## src/rtl/sram_arbiter_2p.sv

```systemverilog
// sram_arbiter_2p: round-robin arbiter sharing one 32-bit SRAM controller between two requesters.
// Latency: strobe one cycle after capture; requester ack one cycle after controller ACK.
// Backpressure: one transaction in flight; the losing requester holds req until it is served.
//
// Ports:
//   i_clk, i_reset          clock, synchronous active-low reset
//   i_mX_req/wren/addr/     requester X (0 = instruction fetch, 1 = load/store) request level
//   wdata/bmask             and payload; held until o_mX_ack
//   o_mX_rdata/ack/err      one-cycle completion pulse, read data (held until next ack), timeout flag
//   o_ADDR/WDATA/BMASK      controller payload, driven from the capture registers
//   o_WREN/o_RDEN           single-cycle controller strobes
//   i_RDATA/i_ACK           controller response
//   o_busy/o_grant          not-IDLE indicator, one-hot owner of the current transaction
module sram_arbiter_2p #(
    parameter int TIMEOUT_CYCLES = 16
) (
    input  logic        i_clk,
    input  logic        i_reset,
    input  logic        i_m0_req,
    input  logic        i_m0_wren,
    input  logic [17:0] i_m0_addr,
    input  logic [31:0] i_m0_wdata,
    input  logic [3:0]  i_m0_bmask,
    output logic [31:0] o_m0_rdata,
    output logic        o_m0_ack,
    output logic        o_m0_err,
    input  logic        i_m1_req,
    input  logic        i_m1_wren,
    input  logic [17:0] i_m1_addr,
    input  logic [31:0] i_m1_wdata,
    input  logic [3:0]  i_m1_bmask,
    output logic [31:0] o_m1_rdata,
    output logic        o_m1_ack,
    output logic        o_m1_err,
    output logic [17:0] o_ADDR,
    output logic [31:0] o_WDATA,
    output logic [3:0]  o_BMASK,
    output logic        o_WREN,
    output logic        o_RDEN,
    input  logic [31:0] i_RDATA,
    input  logic        i_ACK,
    output logic        o_busy,
    output logic [1:0]  o_grant
);

    typedef enum logic [1:0] {
        IDLE  = 2'd0,
        ISSUE = 2'd1,
        WAIT  = 2'd2,
        RESP  = 2'd3
    } state_t;

    // Last WAIT cycle index before the transaction is abandoned.
    localparam logic [7:0] CNT_LAST = 8'(TIMEOUT_CYCLES - 1);

    state_t      state;
    state_t      state_nxt;
    logic [7:0]  cnt;
    logic        rr;        // 0: port 0 preferred on a tie, 1: port 1 preferred
    logic        owner;     // port that owns the captured transaction
    logic        wren_q;
    logic        err_q;
    logic [17:0] addr_q;
    logic [31:0] wdata_q;
    logic [3:0]  bmask_q;
    logic [31:0] rdata0_q;
    logic [31:0] rdata1_q;

    logic any_req;
    logic pick;
    logic timed_out;

    assign any_req   = i_m0_req | i_m1_req;
    // Tie goes to the rr port; otherwise the only requester wins.
    assign pick      = (i_m0_req & i_m1_req) ? rr : i_m1_req;
    assign timed_out = (cnt == CNT_LAST);

    // State register
    always_ff @(posedge i_clk) begin
        if (!i_reset) begin
            state <= IDLE;
        end else begin
            state <= state_nxt;
        end
    end

    // Next-state logic
    always_comb begin
        state_nxt = state;
        unique case (state)
            IDLE:    if (any_req) state_nxt = ISSUE;
            ISSUE:   state_nxt = WAIT;
            WAIT:    if (i_ACK || timed_out) state_nxt = RESP;
            RESP:    state_nxt = IDLE;
            default: state_nxt = IDLE;
        endcase
    end

    // Capture registers, watchdog counter and per-port response data
    always_ff @(posedge i_clk) begin
        if (!i_reset) begin
            cnt      <= '0;
            rr       <= 1'b0;
            owner    <= 1'b0;
            wren_q   <= 1'b0;
            err_q    <= 1'b0;
            addr_q   <= '0;
            wdata_q  <= '0;
            bmask_q  <= '0;
            rdata0_q <= '0;
            rdata1_q <= '0;
        end else begin
            unique case (state)
                IDLE: begin
                    if (any_req) begin
                        owner   <= pick;
                        rr      <= ~pick;
                        wren_q  <= pick ? i_m1_wren  : i_m0_wren;
                        addr_q  <= pick ? i_m1_addr  : i_m0_addr;
                        wdata_q <= pick ? i_m1_wdata : i_m0_wdata;
                        bmask_q <= pick ? i_m1_bmask : i_m0_bmask;
                    end
                end
                ISSUE: begin
                    cnt <= '0;
                end
                WAIT: begin
                    if (i_ACK) begin
                        err_q <= 1'b0;
                        // Writes leave the owner's last read data untouched.
                        if (!wren_q) begin
                            if (owner) rdata1_q <= i_RDATA;
                            else       rdata0_q <= i_RDATA;
                        end
                    end else if (timed_out) begin
                        err_q <= 1'b1;
                        if (owner) rdata1_q <= '0;
                        else       rdata0_q <= '0;
                    end else begin
                        cnt <= cnt + 8'd1;
                    end
                end
                default: ;
            endcase
        end
    end

    // Outputs decoded from the registered state
    always_comb begin
        o_WREN   = 1'b0;
        o_RDEN   = 1'b0;
        o_m0_ack = 1'b0;
        o_m1_ack = 1'b0;
        o_busy   = (state != IDLE);
        o_grant  = 2'b00;
        unique case (state)
            ISSUE: begin
                o_WREN = wren_q;
                o_RDEN = ~wren_q;
            end
            RESP: begin
                o_m0_ack = ~owner;
                o_m1_ack = owner;
            end
            default: ;
        endcase
        if (state != IDLE) begin
            o_grant = owner ? 2'b10 : 2'b01;
        end
        o_m0_err = o_m0_ack & err_q;
        o_m1_err = o_m1_ack & err_q;
    end

    assign o_ADDR     = addr_q;
    assign o_WDATA    = wdata_q;
    assign o_BMASK    = bmask_q;
    assign o_m0_rdata = rdata0_q;
    assign o_m1_rdata = rdata1_q;

endmodule

```

## config.mk

```make
export PLATFORM = sky130hd
export DESIGN_NAME = sram_arbiter_2p
export DESIGN_NICKNAME = d
export VERILOG_FILES = /design/src/rtl/sram_arbiter_2p.sv
export SDC_FILE = /design/constraint.sdc
export NUM_CORES = 1
export LEC_CHECK = 0
export ABC_AREA = 1
export BUFFER_PORTS_ARGS = -buffer_cell sky130_fd_sc_hd__clkbuf_2
export CAP_MARGIN = 40
export CORE_MARGIN = 2
export CORE_UTILIZATION = 30
export CTS_CLUSTER_DIAMETER = 150
export DETAILED_ROUTE_END_ITERATION = 8
export GPL_TIMING_DRIVEN = 0
export PLACE_DENSITY_LB_ADDON = 0.12
export REMOVE_ABC_BUFFERS = 1
export SLEW_MARGIN = 20
export SYNTH_ARGS = -nofsm -noshare
export SYNTH_HDL_FRONTEND = slang
export SYNTH_SLANG_ARGS = --single-unit
export TNS_END_PERCENT = 1
```

## constraint.sdc

```tcl
create_clock -name i_clk -period 1.9 [get_ports i_clk]
set_clock_uncertainty 0.05 [all_clocks]
set_input_delay 0 -clock i_clk [delete_from_list [all_inputs] [get_ports i_clk]]
set_output_delay 0 -clock i_clk [all_outputs]
set_load 0.05 [all_outputs]
```

==> impl_results.html <==
<table>
<tr><th>Metric</th><th>Value</th></tr>
<tr><th colspan="2">Clock network</th></tr>
<tr><td>Post-CTS clock slew at the launch and capture registers of the worst setup and hold paths</td><td>0.06 ns</td></tr>
<tr><td>H-tree depth</td><td>4</td></tr>
<tr><td>Clock tree from TritonCTS</td><td>built</td></tr>
<tr><td>Number of clock sinks seen by CTS</td><td>around 130</td></tr>
<tr><td>Clock Root Buffer</td><td>sky130_fd_sc_hd__clkbuf_16</td></tr>
<tr><td>Number of CTS-inserted buffers</td><td>17</td></tr>
<tr><td>Clock latency of the later-clocked register in the worst-skew pair</td><td>roughly 0.42 ns</td></tr>
<tr><td>Longest Clk Path Bufs</td><td>2</td></tr>
<tr><th colspan="2">Setup path</th></tr>
<tr><td>Crit Path Class</td><td>flip-flop to flip-flop</td></tr>
<tr><td>CP Data Arrival Time</td><td>2.06 ns</td></tr>
<tr><td>Worst setup startpoint</td><td>owner$_SDFFE_PN0P_</td></tr>
<tr><td>Critical path capture point type</td><td>flip-flop</td></tr>
<tr><td>Critical path's most frequent cell</td><td>sky130_fd_sc_hd__nand2_1</td></tr>
<tr><td>Worst-path maximum fanout</td><td>32</td></tr>
<tr><td>Kind of cell with the highest combined delay on the critical path</td><td>compound AO/OA/AOI/OAI gates</td></tr>
<tr><td>Slowest-stage cell, CP</td><td>sky130_fd_sc_hd__a21oi_4</td></tr>
<tr><td>Startpoint type of the worst setup path</td><td>flip-flop</td></tr>
<tr><td>Origin of the critical flop-to-flop path</td><td>owner$_SDFFE_PN0P_</td></tr>
<tr><td>Critical path buffers and inverters</td><td>2</td></tr>
<tr><td>Critical Path Max Stage Delay</td><td>0.46 ns</td></tr>
<tr><td>Cells along the critical path</td><td>inv_1 &gt; a21oi_4 &gt; nand3_4 &gt; buf_12 &gt; nand2_1 &gt; nand2_1 &gt; nor2_1</td></tr>
<tr><td>CP Data Required Time</td><td>2.20 ns</td></tr>
<tr><th colspan="2">Power</th></tr>
<tr><td>Clock power frac</td><td>0.306</td></tr>
<tr><td>Internal power summed over all cells</td><td>7530 uW</td></tr>
<tr><td>Sw power</td><td>5530 uW</td></tr>
<tr><td>Power density over the cells</td><td>between 1000 and 1500 nW/um^2</td></tr>
<tr><td>Share of power burned in combinational logic</td><td>0.419</td></tr>
<tr><td>Peak supply drop</td><td>0.710 mV</td></tr>
<tr><td>Static leakage</td><td>between 0.005 and 0.006 uW</td></tr>
<tr><td>Sequential share of power</td><td>0.275</td></tr>
<tr><td>Switching Fraction</td><td>0.423</td></tr>
<tr><th colspan="2">Logic synthesis</th></tr>
<tr><td>Yosys warnings</td><td>0</td></tr>
<tr><td>Most area-consuming cells after synthesis</td><td>sky130_fd_sc_hd__dfxtp_1, sky130_fd_sc_hd__nand2_1, sky130_fd_sc_hd__inv_1, sky130_fd_sc_hd__nor2_1, sky130_fd_sc_hd__a31oi_1</td></tr>
<tr><td>Fraction of post-synthesis cell area in the top cell type by area</td><td>0.432</td></tr>
<tr><td>Yosys top cell by area</td><td>sky130_fd_sc_hd__dfxtp_1</td></tr>
<tr><td>Netlist area before placement</td><td>about 6000 um^2</td></tr>
<tr><td>Flip-flop and latch count after synthesis</td><td>around 130</td></tr>
<tr><td>Sequential-to-total area share from yosys stat</td><td>0.432</td></tr>
<tr><td>Synth Area per Inst</td><td>6.36 um^2</td></tr>
<tr><td>Post-Synthesis Cells</td><td>962</td></tr>
<tr><td>Number of unique standard cell types used by synthesis</td><td>22</td></tr>
<tr><th colspan="2">Global routing</th></tr>
<tr><td>Busiest layer in global routing</td><td>met2</td></tr>
<tr><td>Global-route wire length before repair</td><td>34400 um</td></tr>
<tr><td>Number of antenna violations at the first check in global routing</td><td>0</td></tr>
<tr><td>Largest net degree at the start of global routing</td><td>56</td></tr>
<tr><td>GR Util met1</td><td>0.252</td></tr>
<tr><td>Met2 usage</td><td>0.331</td></tr>
<tr><td>Met3 Usage GRT</td><td>0.0398</td></tr>
<tr><td>GRT Util Overall</td><td>0.198</td></tr>
<tr><td>Vias in the first global route</td><td>6900</td></tr>
<tr><td>Grt total ovfl</td><td>0</td></tr>
<tr><th colspan="2">Detailed routing</th></tr>
<tr><td>Wire length after detailed routing</td><td>roughly 22000 um</td></tr>
<tr><td>Detailed-router iteration count before antenna repair</td><td>6</td></tr>
<tr><td>Initial DRC Count</td><td>between 200 and 300</td></tr>
<tr><td>Vias post-DR</td><td>slightly above 7000</td></tr>
<tr><td>Via density</td><td>4.37</td></tr>
<tr><td>Drt drc</td><td>0</td></tr>
<tr><td>DR WL/cell</td><td>~13 um</td></tr>
<tr><td>Antenna violation net count after detailed routing</td><td>0</td></tr>
<tr><th colspan="2">Timing</th></tr>
<tr><td>Fin. max-slew vios</td><td>0</td></tr>
<tr><td>Highest attainable clock frequency</td><td>567 MHz</td></tr>
<tr><td>Crit share post-route</td><td>0.928</td></tr>
<tr><td>Smallest hold slack</td><td>roughly 0.054 ns</td></tr>
<tr><td>Worst-Margin Slew</td><td>between 0.6 and 0.7 ns</td></tr>
<tr><td>Post-Route Setup TNS</td><td>0 ns</td></tr>
<tr><td>Setup violation total in the final timing report</td><td>0</td></tr>
<tr><td>Final hold viol count</td><td>0</td></tr>
<tr><td>Final Critical Period</td><td>1.76 ns</td></tr>
<tr><td>Slew margin rel.</td><td>0.550</td></tr>
<tr><th colspan="2">Placement</th></tr>
<tr><td>Placed standard-cell area</td><td>7750 um^2</td></tr>
<tr><td>Number of buffer cells added on primary ports</td><td>273</td></tr>
<tr><td>Detailed-placement wirelength estimate</td><td>13300 um</td></tr>
<tr><td>Final weighted congestion in routability-driven placement</td><td>0.745</td></tr>
<tr><th colspan="2">Finish</th></tr>
<tr><td>Number of nets at the end of the flow</td><td>1519</td></tr>
<tr><td>Highest-count cells in the layout ignoring fill and taps</td><td>sky130_fd_sc_hd__nand2_1, sky130_fd_sc_hd__clkbuf_2, sky130_fd_sc_hd__inv_1</td></tr>
<tr><td>Post-route cell area</td><td>10200 um^2</td></tr>
<tr><td>Commonest non-fill, non-tap cell in the layout</td><td>sky130_fd_sc_hd__nand2_1</td></tr>
<tr><td>Area overhead of the layout relative to synthesis</td><td>66.6%</td></tr>
<tr><td>Ratio of cells with drive above 1 in the final layout</td><td>0.254</td></tr>
<tr><td>Number of inserted diodes</td><td>0</td></tr>
<tr><td>Share of the core filled with cells</td><td>0.507</td></tr>
<tr><td>Number of inserted filler cells in the final layout</td><td>roughly 2000</td></tr>
<tr><th colspan="2">Worst hold path</th></tr>
<tr><td>Origin of the worst min-delay path</td><td>i_m0_req</td></tr>
<tr><td>Path class of the lowest-slack min-delay path</td><td>input port to flip-flop</td></tr>
<tr><th colspan="2">Floorplanning</th></tr>
<tr><td>Area of the die</td><td>approximately 22000 um^2</td></tr>
<tr><td>Floorplan core area</td><td>20100 um^2</td></tr>
<tr><td>Starting utilization of the core area</td><td>0.304</td></tr>
<tr><td>I/O pin count</td><td>around 270</td></tr>
<tr><td>Y dimension of the die</td><td>between 100 and 150 um</td></tr>
<tr><td>Placement row count</td><td>52</td></tr>
<tr><td>DIE WIDTH</td><td>147 um</td></tr>
<tr><th colspan="2">Status</th></tr>
<tr><td>Outcome</td><td>completed</td></tr>
<tr><th colspan="2">Flow run</th></tr>
<tr><td>Number of violations of the max-capacitance limit</td><td>0</td></tr>
</table>
==> power groups by stage <==
stage | registers [uW] | logic (uW) | clock network (uW)
floorplan | 5160 | 1850 | 0
global placement | 3620 | 4750 | 0
detailed placement | 3620 | 4870 | 0
CTS | 3580 | 5290 | 4080
global route | 3660 | 5900 | 4210
finish | 3590 | 5470 | 4000
==> cell type report <==
type                       instances  area [um^2]  share of cell area
multi-input combinational        625         2800               0.275
inverter                         153          596              0.0585
clock buffer                      21          470              0.0462
timing repair inverter             1         3.75            0.000368
tap                              270          338              0.0332
timing repair buffer             437         3090               0.304
sequential                       132         2640               0.259
clock inverter                    11          244              0.0239
==> cells by family (layout without fill, tap and decap cells) <==
group | count (synthesis) | count (layout) | share of synthesized area
XOR/XNOR | 1 | 1 | 0.00143
adder cells (fa/ha/maj) | 5 | 5 | 0.0102
AO/OA/AOI/OAI | 57 | 58 | 0.0577
buffers and inverters | 207 | 623 | 0.133
AND/OR/NAND/NOR | 560 | 561 | 0.366
flip-flops | 132 | 132 | 0.432
==> per-stage QoR <==
stage	total power, uW	cells	setup WS [ns]
floorplan	7010	908	-1.13
global placement	8370	1451	-2.77
detailed placement	8490	1458	-0.884
CTS	13000	1644	-0.00944
global route	13800	1650	-0.00808
finish	13100	1650	0.137
==> flip-flops by register name, summed over array words and instances (netlist names) <==
| register | cells |
|---|---|
| o_WDATA | 32 |
| o_m0_rdata | 32 |
| o_m1_rdata | 32 |
| o_ADDR | 18 |
| cnt | 8 |
| o_BMASK | 4 |
| state | 2 |
| err_q | 1 |
| owner | 1 |
| rr | 1 |
| wren_q | 1 |
==> tightest hold or removal path: cells and delay by family <==
family / cells / cell delay (ns)
buffers and inverters: 2 / 0.16
AOI/OAI and AO/OA: 1 / 0.12
and+or+nand+nor: 2 / 0.20
==> worst paths after layout <==
path	slack, ns	to	cells past startpoint
setup / recovery	0.14	o_m1_rdata[17]$_SDFFE_PN0P_	7
hold / removal	0.05	state[0]$_SDFFE_PN0P_	5
setup reg to reg	0.14	o_m1_rdata[17]$_SDFFE_PN0P_	7
hold reg to reg	0.43	rr$_SDFFE_PN0P_	2
==> what timing repair did <==
action	CTS	global route
setup buffers	8	5
hold buffers	143	0
setup endpoints to repair	128	97
hold endpoints to repair	120	0
cloned	3	1
resized for setup	18	14
pin swaps	2	1
==> cells in the mapped netlist (all sizes together) <==
| library cell | instances |
|---|---|
| nand3 | 33 |
| a31oi | 37 |
| o21ai | 5 |
| inv | 152 |
| clkinv | 1 |
| o21a | 1 |
| nand2 | 374 |
| nor3 | 1 |
| nand4 | 34 |
| a21oi | 14 |
| buf | 28 |
| xor2 | 1 |
| dfxtp | 132 |
| clkbuf | 26 |
| ha | 5 |
| nor2 | 118 |
==> routing by layer <==
metal,wire length [um],vias to the layer above
met3,1200,39
met4,595,0
met2,10100,258
met1,10100,3192
li1,-,3720
met5,0,-
Power figures use the tool's default switching activity.
